## config.mk

```make
export PLATFORM = sky130hd
export DESIGN_NAME = pps_gen
export DESIGN_NICKNAME = d
export VERILOG_FILES = /design/src/rtl/pps_gen.sv
export SDC_FILE = /design/constraint.sdc
export NUM_CORES = 1
export LEC_CHECK = 0
export ABC_AREA = 1
export CAP_MARGIN = 20
export CORE_ASPECT_RATIO = 1.25
export CORE_MARGIN = 2
export CORE_UTILIZATION = 45
export DETAILED_ROUTE_END_ITERATION = 10
export PLACE_DENSITY = 0.66
export SYNTH_ARGS = -nofsm -noshare
export SYNTH_HDL_FRONTEND = slang
export SYNTH_SLANG_ARGS = --single-unit
```

## constraint.sdc

```tcl
create_clock -name CLK -period 7.2 [get_ports CLK]
set_clock_uncertainty 0.1 [all_clocks]
set_input_delay 1.44 -clock CLK [delete_from_list [all_inputs] [get_ports CLK]]
set_output_delay 1.44 -clock CLK [all_outputs]
set_load 0.005 [all_outputs]
```

## src/rtl/pps_gen.sv

```systemverilog
// rtl/pps_gen.sv - PPS generator with lock/holdover discipline to an external PPS input
// Free-running second counter that realigns to a synchronized external PPS edge.
module pps_gen #(
   parameter int CNT_W = 32,
   parameter int TOL   = 16
) (
   input  logic             CLK,
   input  logic             RST_N,
   input  logic             enable,
   input  logic             sync_en,
   input  logic [CNT_W-1:0] period,
   input  logic [CNT_W-1:0] width,
   input  logic             pps_in,
   output logic             pps_out,
   output logic             pps_tick,
   output logic [CNT_W-1:0] sec_count,
   output logic [CNT_W-1:0] phase_err,
   output logic [1:0]       state,
   output logic             locked
);

   typedef enum logic [1:0] {
      FREE     = 2'd0,
      ACQUIRE  = 2'd1,
      LOCKED   = 2'd2,
      HOLDOVER = 2'd3
   } state_t;

   localparam logic [CNT_W-1:0] TOL_C = CNT_W'(TOL);
   localparam logic [CNT_W:0]   TOL_X = (CNT_W+1)'(TOL);

   state_t           state_q, state_d;
   logic [CNT_W-1:0] cnt_q, cnt_d;
   logic [CNT_W-1:0] gap_q, gap_d;
   logic [CNT_W-1:0] sec_count_q, sec_count_d;
   logic [CNT_W-1:0] phase_err_q, phase_err_d;
   logic             pps_out_q, pps_out_d;
   logic             pps_tick_q, pps_tick_d;
   logic             sync1_q, sync1_d;
   logic             sync2_q, sync2_d;
   logic             sync3_q, sync3_d;

   logic [CNT_W-1:0] p_eff, last, w_eff;
   logic             ext_edge, wrap, in_tol, gap_full, realign;

   always_comb begin
      p_eff    = (period < CNT_W'(2)) ? CNT_W'(2) : period;
      last     = p_eff - CNT_W'(1);
      w_eff    = (width >= p_eff) ? last : width;
      ext_edge = sync2_q & ~sync3_q;
      // wrap also catches a counter stranded above a newly shortened period
      wrap     = (cnt_q >= last);
      in_tol   = (cnt_q <= TOL_C) || (({1'b0, cnt_q} + TOL_X) >= {1'b0, p_eff});
      gap_full = ({1'b0, gap_q} == ({1'b0, p_eff} + TOL_X));
      realign  = enable & sync_en & ext_edge & (state_q != FREE);

      sync1_d = pps_in;
      sync2_d = sync1_q;
      sync3_d = sync2_q;

      gap_d = ext_edge ? '0 : ((gap_q == '1) ? gap_q : gap_q + CNT_W'(1));

      cnt_d       = '0;
      pps_tick_d  = 1'b0;
      phase_err_d = phase_err_q;
      if (enable) begin
         if (!realign && !wrap) cnt_d = cnt_q + CNT_W'(1);
         // a realign landing on a natural wrap still yields a single tick
         pps_tick_d = realign ? ((cnt_q > TOL_C) || wrap) : wrap;
         if (ext_edge) phase_err_d = cnt_q;
      end
      pps_out_d   = enable & (cnt_d < w_eff);
      sec_count_d = sec_count_q + CNT_W'(pps_tick_d);

      state_d = state_q;
      if (!enable || !sync_en) begin
         state_d = FREE;
      end else begin
         case (state_q)
            FREE:     state_d = ACQUIRE;
            ACQUIRE:  if (ext_edge) state_d = LOCKED;
            LOCKED: begin
               if (ext_edge)      state_d = in_tol ? LOCKED : ACQUIRE;
               else if (gap_full) state_d = HOLDOVER;
            end
            HOLDOVER: if (ext_edge) state_d = in_tol ? LOCKED : ACQUIRE;
            default:  state_d = FREE;
         endcase
      end
   end

   always_ff @(posedge CLK or negedge RST_N) begin
      if (!RST_N) begin
         state_q     <= FREE;
         cnt_q       <= '0;
         gap_q       <= '0;
         sec_count_q <= '0;
         phase_err_q <= '0;
         pps_out_q   <= 1'b0;
         pps_tick_q  <= 1'b0;
         sync1_q     <= 1'b0;
         sync2_q     <= 1'b0;
         sync3_q     <= 1'b0;
      end else begin
         state_q     <= state_d;
         cnt_q       <= cnt_d;
         gap_q       <= gap_d;
         sec_count_q <= sec_count_d;
         phase_err_q <= phase_err_d;
         pps_out_q   <= pps_out_d;
         pps_tick_q  <= pps_tick_d;
         sync1_q     <= sync1_d;
         sync2_q     <= sync2_d;
         sync3_q     <= sync3_d;
      end
   end

   assign pps_out   = pps_out_q;
   assign pps_tick  = pps_tick_q;
   assign sec_count = sec_count_q;
   assign phase_err = phase_err_q;
   assign state     = state_q;
   assign locked    = (state_q == LOCKED);

endmodule

```

==> results.sh <==
export IMPL_synthDominantCellAreaShare_pct=28.5
export IMPL_cp_slowest_stage_delay_ns=0.31
export IMPL_p_leak_nw=7.49
export IMPL_placed_cell_area_um2=14300
export IMPL_setup_tns_ns=0
export IMPL_clk_latency_ns=0.45
export IMPL_num_io_pins=138
export IMPL_cts_hold_buf=0
export IMPL_fmax_mhz=145
export IMPL_syn_cell_area_um2=11800
export IMPL_dieHeight_um=185
export IMPL_diodes=0
export IMPL_grt_antenna_before_repair=0
export IMPL_min_path_type="reg2reg"
export IMPL_max_clock_path_buffers=2
export IMPL_place_congestion=0.962
export IMPL_drive_gt1_share_pct=12.9
export IMPL_maxCapViolations=0
export IMPL_grt_ovfl_total=0
export IMPL_synth_area_leaders="dfrtp_1 (29%), ha_1 (15%), nand2_1 (11%), xor2_1 (9.5%), inv_1 (5.8%)"
export IMPL_rows=66
export IMPL_power_total_mw=2.08
export IMPL_hold_viol_final=0
export IMPL_die_x_um=149
export IMPL_status="finished, final reports clean"
export IMPL_synth_cell_type_count=52
export IMPL_setup_worst_path_start="period[25]"
export IMPL_cts_buffers=17
export IMPL_startpoint_type="input pin"
export IMPL_antenna_left=0
export IMPL_synth_commonest_cells="nand2_1 (335), inv_1 (182), nor2_1 (182)"
export IMPL_hpwl_um=31200
export IMPL_crit_top_cell="nand3_2"
export IMPL_vias=11857
export IMPL_power_density_nw_per_um2=135
export IMPL_cts_tree="done"
export IMPL_initial_core_util_pct=45.6
export IMPL_synth_nets=1814
export IMPL_rsz0062_at_grt="true"
export IMPL_drcViolationCount=0
export IMPL_synth_edf_count=0
export IMPL_grt_pass1_vias=11872
export IMPL_core_um2=25900
export IMPL_layout_nets=2073
export IMPL_crit_arrival_ns=7.14
export IMPL_synth_most_common_cell="nand2_1"
export IMPL_avgSynthCellArea_um2=7.37
export IMPL_finalCritPeriodShare_pct=95.6
export IMPL_synth_ff_type="dfrtp_1"
export IMPL_postSynth_asyncResetShare_pct=100
export IMPL_min_path_cells=0
export IMPL_drt_pass1_iterations=6
export IMPL_drt_iter0_markers=643
export IMPL_period_minus_slack_ns=6.88
export IMPL_setup_worst_path_end_class="flop"
export IMPL_wire_per_inst_um=17.2
export IMPL_slew_viol_final=0
export IMPL_slowest_stage="ha_1"
export IMPL_crit_fanout=4
export IMPL_yosys_area_top_type="dfrtp_1"
export IMPL_grt_max_degree=81
export IMPL_max_slew_margin_pct=36.1
export IMPL_area_growth_pct=29.9
export IMPL_wl_um=38100
export IMPL_gr_usage_all_layers_pct=28.0
export IMPL_ys_seq_area_share_pct=28.5
export IMPL_cp_required_ns=7.46
export IMPL_post_drt_via_cell_ratio=5.35
export IMPL_root_buffer="clkbuf_16"
export IMPL_clk_pin_slew_ns=0.06
export IMPL_rr_worst_depth=17
export IMPL_cts_max_level=4
export IMPL_synthesis_yosys_warnings=0
export IMPL_synth_seq_cells=135
export IMPL_final_area_um2=15400
export IMPL_path_class="in2reg"
export IMPL_worstMarginPinSlew_ns=0.955
export IMPL_r2r_start="cnt_q[0]$_DFF_PN0_"
export IMPL_portBuffers=137
export IMPL_setup_viol=0
export IMPL_ir_worst_vdd_mv=0.165
export IMPL_dieArea_um2=27600
export IMPL_hp_start="sync1_q$_DFF_PN0_"
export IMPL_syn_inst=1606
export IMPL_cts_num_sinks=135
export IMPL_grt_first_pass_wirelength_um=59600
## final timing paths
path                                                end  slack (ns)
worst max-delay path            sec_count[30]$_DFF_PN0_        0.32
worst min-delay path                  sync2_q$_DFF_PN0_        0.26
worst max register to register        pps_out$_DFF_PN0_        2.92
worst min register to register        sync2_q$_DFF_PN0_        0.26
max in group asynchronous          gap_q[0]$_DFFE_PN0P_        5.11
min in group asynchronous        sec_count[5]$_DFF_PN0_        0.84
## worst max-delay path, delay by kind of cell
family	cells	cell delay (ns)
buffers and inverters	5	0.56
AOI/OAI and AO/OA	3	0.40
and+or+nand+nor	30	3.57
adders and majority gates	4	0.82
xor gates and xnor gates	2	0.34
## cells by family after synthesis
| family | Yosys count | share of synthesized area (%) |
|---|---|---|
| adders and majority gates | 139 | 14.7 |
| AOI/OAI and AO/OA | 213 | 10.1 |
| and+or+nand+nor | 749 | 28.3 |
| DFF | 135 | 28.5 |
| buffers and inverters | 219 | 7.27 |
| xor gates and xnor gates | 151 | 11.2 |
## where the power goes
group / internal, mW / switching (mW)
Combinational: 0.162 / 0.222
Sequential: 0.774 / 0.0158
Clock: 0.531 / 0.375
Total: 1.47 / 0.613
## layer usage
metal | up-vias | track usage (%) | share of wire, %
met4 | 0 | 16.9 | 6.4
li1 | 5850 | - | -
met2 | 393 | 48.5 | 48
met5 | - | 0 | 0
met1 | 5471 | 32.8 | 41
met3 | 143 | 3.82 | 4.5
## cell type report
cell class	instances	area, um2
fill	2466	10600
multi-input combinational	1252	7790
sequential	135	3380
timing repair buffer	271	2480
inverter	188	706
clock buffer	19	453
tap	340	425
clock inverter	12	141
## cells in the final DEF (no fill, tap or decap), types with 75 or more instances in the layout
cell type / instances
dfrtp_1: 135
nor2_1: 170
clkdlybuf4s50_1: 105
buf_4: 133
xor2_1: 128
a21oi_1: 75
ha_1: 136
o21ai_0: 92
nand2_1: 329
inv_1: 180
## stage by stage
stage	utilization [%]	hold WS, ns	std cells	setup slack (ns)
after floorplan	-	0.231	1606	0.181
after global placement	55.3	0.247	2165	-0.542
after detailed placement	55.3	0.247	2165	-0.734
after CTS	57.9	0.261	2201	-0.0273
after global routing	59.3	0.276	2217	-0.126
final	59.3	0.259	2217	0.316
## state kept, by name, summed over array words and instances, names as in the netlist
name,count
pps_out,1
state,2
sync1_q,1
pps_tick,1
sync3_q,1
sec_count,32
phase_err,32
sync2_q,1
cnt_q,32
gap_q,32
## repair_timing
action	in CTS	in global routing
hold endpoints to repair	0	0
buffers inserted	5	15
gates resized for setup	9	67
pin swaps	7	22
endpoints found under the setup margin	5	20
Note: power is estimated with default switching activity, not from simulation.
